## config.mk

```make
export PLATFORM = sky130hd
export DESIGN_NAME = fps_meter
export DESIGN_NICKNAME = d
export VERILOG_FILES = /design/src/rtl/fps_meter_pkg.sv /design/src/rtl/fps_meter_ch.sv /design/src/rtl/fps_meter.sv
export SDC_FILE = /design/constraint.sdc
export NUM_CORES = 1
export LEC_CHECK = 0
export BUFFER_PORTS_ARGS = -buffer_cell sky130_fd_sc_hd__clkbuf_2
export CORE_MARGIN = 5
export CORE_UTILIZATION = 40
export DETAILED_ROUTE_END_ITERATION = 7
export PLACE_DENSITY = 0.73
export SYNTH_ARGS = -nofsm -noshare
export SYNTH_HDL_FRONTEND = slang
export SYNTH_SLANG_ARGS = --single-unit
export TNS_END_PERCENT = 30
```

## constraint.sdc

```tcl
create_clock -name I_clk -period 3.9 [get_ports I_clk]
set_input_delay 0.39 -clock I_clk [delete_from_list [all_inputs] [get_ports I_clk]]
set_output_delay 0.39 -clock I_clk [all_outputs]
set_load 0.05 [all_outputs]
```

## src/rtl/fps_meter_pkg.sv

```systemverilog
// Shared definitions for the fps_meter event-rate meter.
// Contents: period FSM state encoding, saturating increment, counter width helper.
package fps_meter_pkg;

   // Period FSM states
   localparam logic [0:0] ST_WAIT_FIRST = 1'b0;
   localparam logic [0:0] ST_MEASURING  = 1'b1;

   // Increment that sticks at lim instead of wrapping
   function automatic logic [31:0] sat_inc(input logic [31:0] val, input logic [31:0] lim);
      return (val >= lim) ? lim : val + 32'd1;
   endfunction

   // Bits needed to hold the values 0..n-1 (at least 1)
   function automatic int unsigned cnt_bits(input int unsigned n);
      int unsigned w;
      w = 1;
      while (((n - 1) >> w) != 0) w = w + 1;
      return w;
   endfunction

endpackage

```

## src/rtl/fps_meter_ch.sv

```systemverilog
// One measured channel of fps_meter: synchroniser, edge detector, running
// counter with per-gate latch, probe toggle and (with FPS_METER_PERIOD_EN)
// an edge-to-edge period FSM.
// Ports:
//   clk_i, rst_ni   measurement clock, async active-low reset
//   gate_end_i      terminal gate cycle (already suppressed by clear)
//   clear_i         synchronous restart of running count and period FSM
//   evt_i           asynchronous event strobe
//   count_o         edges counted in the last completed gate window
//   toggle_o        flips on every detected edge
//   period_o        last edge-to-edge period in clocks (0 without the macro)
module fps_meter_ch
   import fps_meter_pkg::*;
#(
   parameter int unsigned CNT_W       = 16,
   parameter int unsigned SYNC_STAGES = 2,
   parameter logic        EDGE_FALL   = 1'b0,
   parameter int unsigned PER_W       = 28
) (
   input  logic             clk_i,
   input  logic             rst_ni,
   input  logic             gate_end_i,
   input  logic             clear_i,
   input  logic             evt_i,
   output logic [CNT_W-1:0] count_o,
   output logic             toggle_o,
   output logic [PER_W-1:0] period_o
);

   localparam logic [CNT_W-1:0] CNT_MAX = '1;

   logic [SYNC_STAGES-1:0] sync_q;
   logic                   det_q;
   logic                   sync_last_c;
   logic                   edge_c;
   logic [CNT_W-1:0]       run_q, run_d;
   logic [CNT_W-1:0]       count_q, count_d;
   logic [CNT_W-1:0]       run_inc_c;
   logic [CNT_W-1:0]       total_c;
   logic                   tog_q;

   // Synchroniser chain followed by the edge-detector history flop
   always_ff @(posedge clk_i or negedge rst_ni) begin
      if (!rst_ni) begin
         sync_q <= '0;
         det_q  <= 1'b0;
      end else begin
         sync_q <= {sync_q[SYNC_STAGES-2:0], evt_i};
         det_q  <= sync_q[SYNC_STAGES-1];
      end
   end

   assign sync_last_c = sync_q[SYNC_STAGES-1];
   assign edge_c      = EDGE_FALL ? (det_q & ~sync_last_c) : (sync_last_c & ~det_q);

   // Running count including this cycle's edge, saturating
   assign run_inc_c = CNT_W'(sat_inc(32'(run_q), 32'(CNT_MAX)));
   assign total_c   = edge_c ? run_inc_c : run_q;

   // Counting and latching; an edge in the terminal cycle closes the old window
   always_comb begin
      run_d   = run_q;
      count_d = count_q;
      if (clear_i) begin
         run_d = '0;
      end else if (gate_end_i) begin
         count_d = total_c;
         run_d   = '0;
      end else begin
         run_d = total_c;
      end
   end

   always_ff @(posedge clk_i or negedge rst_ni) begin
      if (!rst_ni) begin
         run_q   <= '0;
         count_q <= '0;
         tog_q   <= 1'b0;
      end else begin
         run_q   <= run_d;
         count_q <= count_d;
         tog_q   <= tog_q ^ edge_c;
      end
   end

   assign count_o  = count_q;
   assign toggle_o = tog_q;

`ifdef FPS_METER_PERIOD_EN
   localparam logic [PER_W-1:0] PER_MAX = '1;

   logic [0:0]       state_q, state_d;
   logic [PER_W-1:0] stamp_q, stamp_d;
   logic [PER_W-1:0] period_q, period_d;

   always_ff @(posedge clk_i or negedge rst_ni) begin
      if (!rst_ni) begin
         state_q  <= ST_WAIT_FIRST;
         stamp_q  <= '0;
         period_q <= '0;
      end else begin
         state_q  <= state_d;
         stamp_q  <= stamp_d;
         period_q <= period_d;
      end
   end

   // Stamp starts at 1 on an edge so the next edge reads the full spacing
   always_comb begin
      state_d  = state_q;
      stamp_d  = stamp_q;
      period_d = period_q;
      case (state_q)
         ST_WAIT_FIRST: begin
            if (edge_c) begin
               stamp_d = PER_W'(1);
               state_d = ST_MEASURING;
            end
         end
         ST_MEASURING: begin
            if (edge_c) begin
               period_d = stamp_q;
               stamp_d  = PER_W'(1);
            end else begin
               stamp_d = PER_W'(sat_inc(32'(stamp_q), 32'(PER_MAX)));
            end
         end
      endcase
      if (clear_i) begin
         state_d = ST_WAIT_FIRST;
         stamp_d = '0;
      end
   end

   assign period_o = period_q;
`else
   assign period_o = '0;
`endif

endmodule

```

## src/rtl/fps_meter.sv

```systemverilog
// Multi-channel event-rate meter: counts edges on N_CH asynchronous strobes
// over a GATE_CYCLES window of I_clk and latches frames-per-gate.
// Optional macro FPS_METER_PERIOD_EN adds per-channel edge-to-edge period.
// Ports:
//   I_clk        measurement clock (all logic in this domain)
//   I_rst_n      asynchronous active-low reset
//   I_clear      synchronous restart of gate and running counts
//   I_evt        N_CH asynchronous event strobes
//   O_count      latched count per channel, ch i at [i*CNT_W +: CNT_W]
//   O_valid      one-cycle pulse when O_count updates
//   O_toggle     per-channel probe, flips on each detected edge
//   O_heartbeat  flips at every gate end
//   O_period     last edge-to-edge period per channel (0 without the macro)
module fps_meter
   import fps_meter_pkg::*;
#(
   parameter int unsigned     N_CH        = 4,
   parameter int unsigned     GATE_CYCLES = 27_000_000,
   parameter int unsigned     CNT_W       = 16,
   parameter int unsigned     SYNC_STAGES = 2,
   parameter logic [N_CH-1:0] EDGE_SEL    = '0,
   parameter int unsigned     PER_W       = 28
) (
   input  logic                    I_clk,
   input  logic                    I_rst_n,
   input  logic                    I_clear,
   input  logic [N_CH-1:0]         I_evt,
   output logic [N_CH*CNT_W-1:0]   O_count,
   output logic                    O_valid,
   output logic [N_CH-1:0]         O_toggle,
   output logic                    O_heartbeat,
   output logic [N_CH*PER_W-1:0]   O_period
);

   localparam int unsigned       GATE_W    = cnt_bits(GATE_CYCLES);
   localparam logic [GATE_W-1:0] GATE_LAST = GATE_W'(GATE_CYCLES - 1);

   logic [GATE_W-1:0] gate_q, gate_d;
   logic              gate_end_c;
   logic              valid_q, valid_d;
   logic              hb_q, hb_d;

   // Clear in the terminal cycle suppresses the latch entirely
   assign gate_end_c = (gate_q == GATE_LAST) && !I_clear;

   // Gate counter, valid pulse and heartbeat
   always_comb begin
      gate_d  = gate_q + GATE_W'(1);
      valid_d = gate_end_c;
      hb_d    = hb_q ^ gate_end_c;
      if (I_clear || gate_end_c) gate_d = '0;
   end

   always_ff @(posedge I_clk or negedge I_rst_n) begin
      if (!I_rst_n) begin
         gate_q  <= '0;
         valid_q <= 1'b0;
         hb_q    <= 1'b0;
      end else begin
         gate_q  <= gate_d;
         valid_q <= valid_d;
         hb_q    <= hb_d;
      end
   end

   assign O_valid     = valid_q;
   assign O_heartbeat = hb_q;

   for (genvar i = 0; i < N_CH; i++) begin : g_ch
      fps_meter_ch #(
         .CNT_W       (CNT_W),
         .SYNC_STAGES (SYNC_STAGES),
         .EDGE_FALL   (EDGE_SEL[i]),
         .PER_W       (PER_W)
      ) u_ch (
         .clk_i      (I_clk),
         .rst_ni     (I_rst_n),
         .gate_end_i (gate_end_c),
         .clear_i    (I_clear),
         .evt_i      (I_evt[i]),
         .count_o    (O_count[i*CNT_W +: CNT_W]),
         .toggle_o   (O_toggle[i]),
         .period_o   (O_period[i*PER_W +: PER_W])
      );
   end

endmodule

```

# == Word level (Yosys, flattened, before mapping) ==
# Cells that the tools add are included.
# op_classes
shifts,0
order_cmp,4
n_addsub,5
div,0
n_eq_ne,1
n_reduce_logical,4
n_bitwise,14
muxes,17
mul,0
# ops
cell,n
two-way mux 16 bit,16
adder 16 x 1 -> 16 bit (second input constant),4
greater-or-equal comparator 16 bit (second input constant),4
adder 25 x 1 -> 25 bit (second input constant),1
== test 25 bit (second input constant),1
two-way mux 25 bit,1
NOT 1 bit,5
bitwise XOR 1 bit,5
AND 1 bit,4
AND reduction 2 bit,1
logical AND 1 bit,1
zero test 1 bit,1
logical OR 1 bit,1
# word_totals
out_inout_bits,182
mem_count,0
rom_bits,0
ram_bits,0
in_bits,7
latchBits,0
register_bits,171
elab_cells,68

# == Logic depth before layout (Yosys ltp) ==
# logic_depth
word_depth,5
ltp_mapped,8
ltp_nobuf,6

# == By module ==
# From an unflattened synthesis, not the netlist that was laid out.
# unflattened
cells_unflattened,922
hier_area_um2,8844.7
# by_module_without_submodules
mod,n_inst,area_each_um2,cells_each,seq_area_each_um2
fps_meter_ch (g_ch[0].u_ch ...),3,1834.3,196,900.9
fps_meter_ch (g_ch[2].u_ch),1,1896.8,189,900.9
fps_meter,1,1445.1,145,675.6

# == Least setup slack after synthesis ==
# Ideal clock, no wire load.
# synth_timing
path_type,flip-flop to flip-flop
from,register gate_q[6]
to,register g_ch[0].u_ch.count_q[10]
path_stages_with_launch,8
synth_period_minus_slack_ns,1.860
t_required_ns,3.770
path_buffers,2
setup_ns,0.130
path_slack_ns,2.040
t_arrival_ns,1.729
path_cell_list,dfrtp_1 and4bb_2 nand4_2 or4_4 buf_6 buf_2 nand2_1 o21ai_1
# synth_between
elab_chain_cells,3
# synth_lines
element,line_no,text
"start, declared",fps_meter.sv:38,"logic [GATE_W-1:0] gate_q, gate_d;"
"start signal, assigned",fps_meter.sv:60,gate_q <= gate_d;
== test 25 bit,fps_meter.sv:44,assign gate_end_c = (gate_q == GATE_LAST) && !I_clear;
logical AND 1 bit,fps_meter.sv:44,
AND reduction 2 bit (no line),-,
"end signal, assigned",fps_meter_ch.sv:81,count_q <= count_d;
"end, declared",fps_meter_ch.sv:37,"logic [CNT_W-1:0] count_q, count_d;"
# No other way between the ends.
# A chain may end at the register's enable or synchronous reset.

# == Worst setup path after layout ==
# layout_timing
from,register gate_q[11]
to,register gate_q[13]
# layout_between
elab_chain_cells,4
word_cells_on_any_way,5
classes_between,1 x add/sub; 1 x eq/ne; 1 x mux; 2 x reduce/logical
# layout_lines
element,line_no,text
branches (longest 3 deep; another with adder 25 x 1 -> 25 bit),-,
two-way mux 25 bit *,fps_meter.sv:51,if (I_clear || gate_end_c) gate_d = '0;
via gate_d[13],fps_meter.sv:38,
# Mark *: on every way through the listed nets, which the timed path passes.

==> metrics.yaml <==
clocking:
  path_clk_slew_ns: 0.07
  cts_setup_buffers: 0
  cts_tree: "built"
  clkLatencyLatePin_ns: 0.43
  clockRootBuffer: "clkbuf_16"
  cts_made_buffers: 17
  ctsHoldBuffers: 0
  htree_num_levels: 4
  cts_resized: 0
  clockBufferDepth: 2
  cts_sinks: 171
synthesis:
  synthTopCellsByCount: "dfrtp_1, nor2_1, buf_4"
  synthArstFlopShare_pct: 100
  synth-edff-count: 0
  yosysMostFrequentCell: "dfrtp_1"
  netlist.area_leader.share_pct: 50.5
  yosys_warnings: 0
  netlist_instances: 881
  yosys.area.top_type: "dfrtp_1"
  synthTopCellsByArea: "dfrtp_1, buf_4, nor2_1, xnor2_1, a21oi_1"
  synth_seq_area_share_pct: 50.5
  synth_cell_types: 56
  ys_ff_latch: 171
  netlist_area_sq_mm: 0.00847
  syn_area_per_cell_sq_um: 9.61
  yosys_most_used_dff: "dfrtp_1"
route:
  wl_per_cell_microns: 14.3
  viasPerCell: 4.91
  wl_met2_microns: 8170
  ant_nets: 0
  drt_wl_total_microns: 17600
  vias: 6047
  top_layer: "met4"
  firstDrtPassIters: 5
  wirelength_met1_microns: 7980
  drc: 0
  drtIter0Drc: 344
  dr_wl_met3_microns: 1190
finish:
  nFillCells: 1999
  post_route_cells_drive_above_1_share_pct: 13.4
  final-instance-count-excl-fill: 1232
  nNetsFinal: 957
  area_growth_pct: 9.18
  diodes: 0
flow_run:
  cap_violations: 0
floorplanning:
  io_pins: 189
  fp.dieH_microns: 155
  initial_core_util_pct: 40.4
  core-area_sq_mm: 0.0210
  die-area_sq_mm: 0.0242
  rows: 53
  die_w_microns: 155
timing:
  final-setup-viol-count: 0
  period_share_pct: 67.0
  setup_slack_ns: 1.29
  period_minus_slack_ns: 2.61
  slew_headroom_pct: 33.2
  rsz0062_at_grt: "no"
  clock-skew-final_ns: 0.0117
  worst_slew_pin_slew_ns: 1.00
  slew_viol_final: 0
  fin_tns_setup_ns: 0
  fmax_mhz: 383
  hold_viol_final: 0
hold_path:
  min_to: "g_ch[0].u_ch.sync_q[0]$_DFF_PN0_"
  hold_start: "I_evt[0]"
  hold_path_class: "in -> reg"
  hold_depth: 1
placement:
  dpl.cell_count: 1201
  dp_slack_ns: 1.35
  gp_congestion: 0.870
  dp_hpwl_microns: 12100
  io_buffers: 76
worst_setup_path:
  cp-end-kind: "flop"
  crit_path_max_fanout: 44
  timing.rr.start: "gate_q[11]$_DFF_PN0_"
  critPathRequiredTime_ns: 4.21
  max_stage_delay_ns: 0.71
  rr_endpoint: "gate_q[13]$_DFF_PN0_"
  crit_path_start_kind: "flop"
  arrival_ns: 2.92
  rr_worst_depth: 6
  worstPathCellList: "and3_1 > nand3_1 > nor3_1 > or2_2 > buf_12 > nor2_1"
  ff2ff_setup_slack_ns: 1.29
  worstSetupPathType: "reg -> reg"
  cp_slowest_cell: "or2_2"
pwr:
  pwr_density_cell_mw_per_mm2: 458
  power_leakage_nw: 4.24
  vdd_ir_drop_max_mv: 0.263
  total_power_mw: 4.23
global_route:
  grt-ovfl-total: 0
  grt_max_degree: 109
  grt_pass1_vias: 5791
  antenna_found_initial: 0
  grt_pass1_wl_microns: 28900
  grtUsageTotal_pct: 14.5
status:
  outcome: "completed"
critical path: cells and delay by family (launching register included):
kind / cells / cell delay, ns
buf+inv: 1 / 0.31
simple gates: 5 / 1.77
flops: 1 / 0.38
registers in the layout, indices dropped and copies added (netlist names):
name / cells
g_ch.u_ch.toggle_o: 4
gate_q: 25
g_ch.u_ch.count_o: 64
g_ch.u_ch.run_q: 64
g_ch.u_ch.det_q: 4
O_heartbeat: 1
O_valid: 1
g_ch.u_ch.sync_q: 8
layer usage:
metal / vias to the layer above / global-route usage (%)
li1: 2895 / -
met1: 2931 / 20.3
met2: 203 / 22.6
met3: 18 / 3.64
met4: 0 / 3.96
met5: - / 0
worst max-delay path by stage:
| stage | startpoint | endpoint | slack (ns) | depth (start not counted) |
|---|---|---|---|---|
| after global placement | gate_q[12]$_DFF_PN0_ | g_ch[3].u_ch.run_q[6]$_DFF_PN0_ | 1.40 | 6 |
| after detailed placement | gate_q[12]$_DFF_PN0_ | gate_q[13]$_DFF_PN0_ | 1.35 | 6 |
| final | gate_q[11]$_DFF_PN0_ | gate_q[13]$_DFF_PN0_ | 1.29 | 6 |
| after global routing | gate_q[10]$_DFF_PN0_ | g_ch[0].u_ch.run_q[0]$_DFF_PN0_ | 1.06 | 6 |
| after CTS | gate_q[11]$_DFF_PN0_ | gate_q[13]$_DFF_PN0_ | 1.33 | 6 |
| after floorplan | gate_q[6]$_DFF_PN0_ | g_ch[0].u_ch.count_o[10]$_DFFE_PN0P_ | 2.04 | 7 |
cell families (layout without fill, tap and decap cells):
kind of cell | Yosys count | after routing | synth area share (%)
simple gates | 367 | 367 | 21.3
flops | 171 | 171 | 50.5
buf+inv | 157 | 122 | 12.7
compound gates | 113 | 113 | 7.58
xor+xnor | 58 | 58 | 6.00
mux | 9 | 9 | 1.11
fa+ha+maj | 5 | 5 | 0.739
other cells | 1 | 112 | 0.0443
where the power goes:
group | leakage, nW | total [mW] | internal (mW) | switching (mW)
sequential | 2.20 | 1.89 | 1.84 | 0.0482
combinational | 1.74 | 0.631 | 0.0829 | 0.548
clock | 0.294 | 1.71 | 1.00 | 0.708
total | 4.24 | 4.23 | 2.93 | 1.30
per-stage QoR:
| step | area [sq um] | utilization (%) | hold WS (ns) |
|---|---|---|---|
| 6_report | 9240 | 44.1 | 0.0661 |
| 5_1_grt | 9240 | 44.1 | 0.0487 |
| 4_1_cts | 9240 | 44.1 | 0.0478 |
| 3_5_place_dp | 8640 | 41.2 | 0.337 |
| 3_3_place_gp | 8640 | 41.2 | 0.337 |
| 2_1_floorplan | 8880 | - | 0.0944 |
final cells by class:
cell class                 instances  area [sq um]  share of cell area [%]
sequential                       171          4280                    46.3
multi-input combinational        664          3530                    38.2
clock buffer                      20           467                    5.05
timing repair buffer              81           449                    4.86
tap                              275           344                    3.72
clock inverter                    11           134                    1.45
inverter                          10          37.5                   0.406
cells in the final DEF, fill, tap and decap left out, types with 5 or more instances in the layout:
cell type / netlist / routed
dfrtp_1: 171 / 171
nor2_1: 155 / 155
o21ai_1: 21 / 21
xnor2_1: 33 / 33
conb_1: 1 / 112
and2_1: 16 / 16
ha_1: 5 / 5
and3_1: 9 / 9
mux2i_1: 6 / 6
and4_1: 5 / 5
a21oi_1: 45 / 45
nand4_1: 24 / 24
a31oi_1: 5 / 5
clkbuf_2: 1 / 75
nor3_1: 22 / 22
nor4_1: 18 / 18
inv_1: 10 / 10
o21ai_0: 19 / 19
nand2_1: 55 / 55
xor2_1: 25 / 25
nand3_1: 29 / 29
nor2b_1: 5 / 5
clkbuf_16: 0 / 17
No activity file was read; power rests on OpenSTA's default activity.
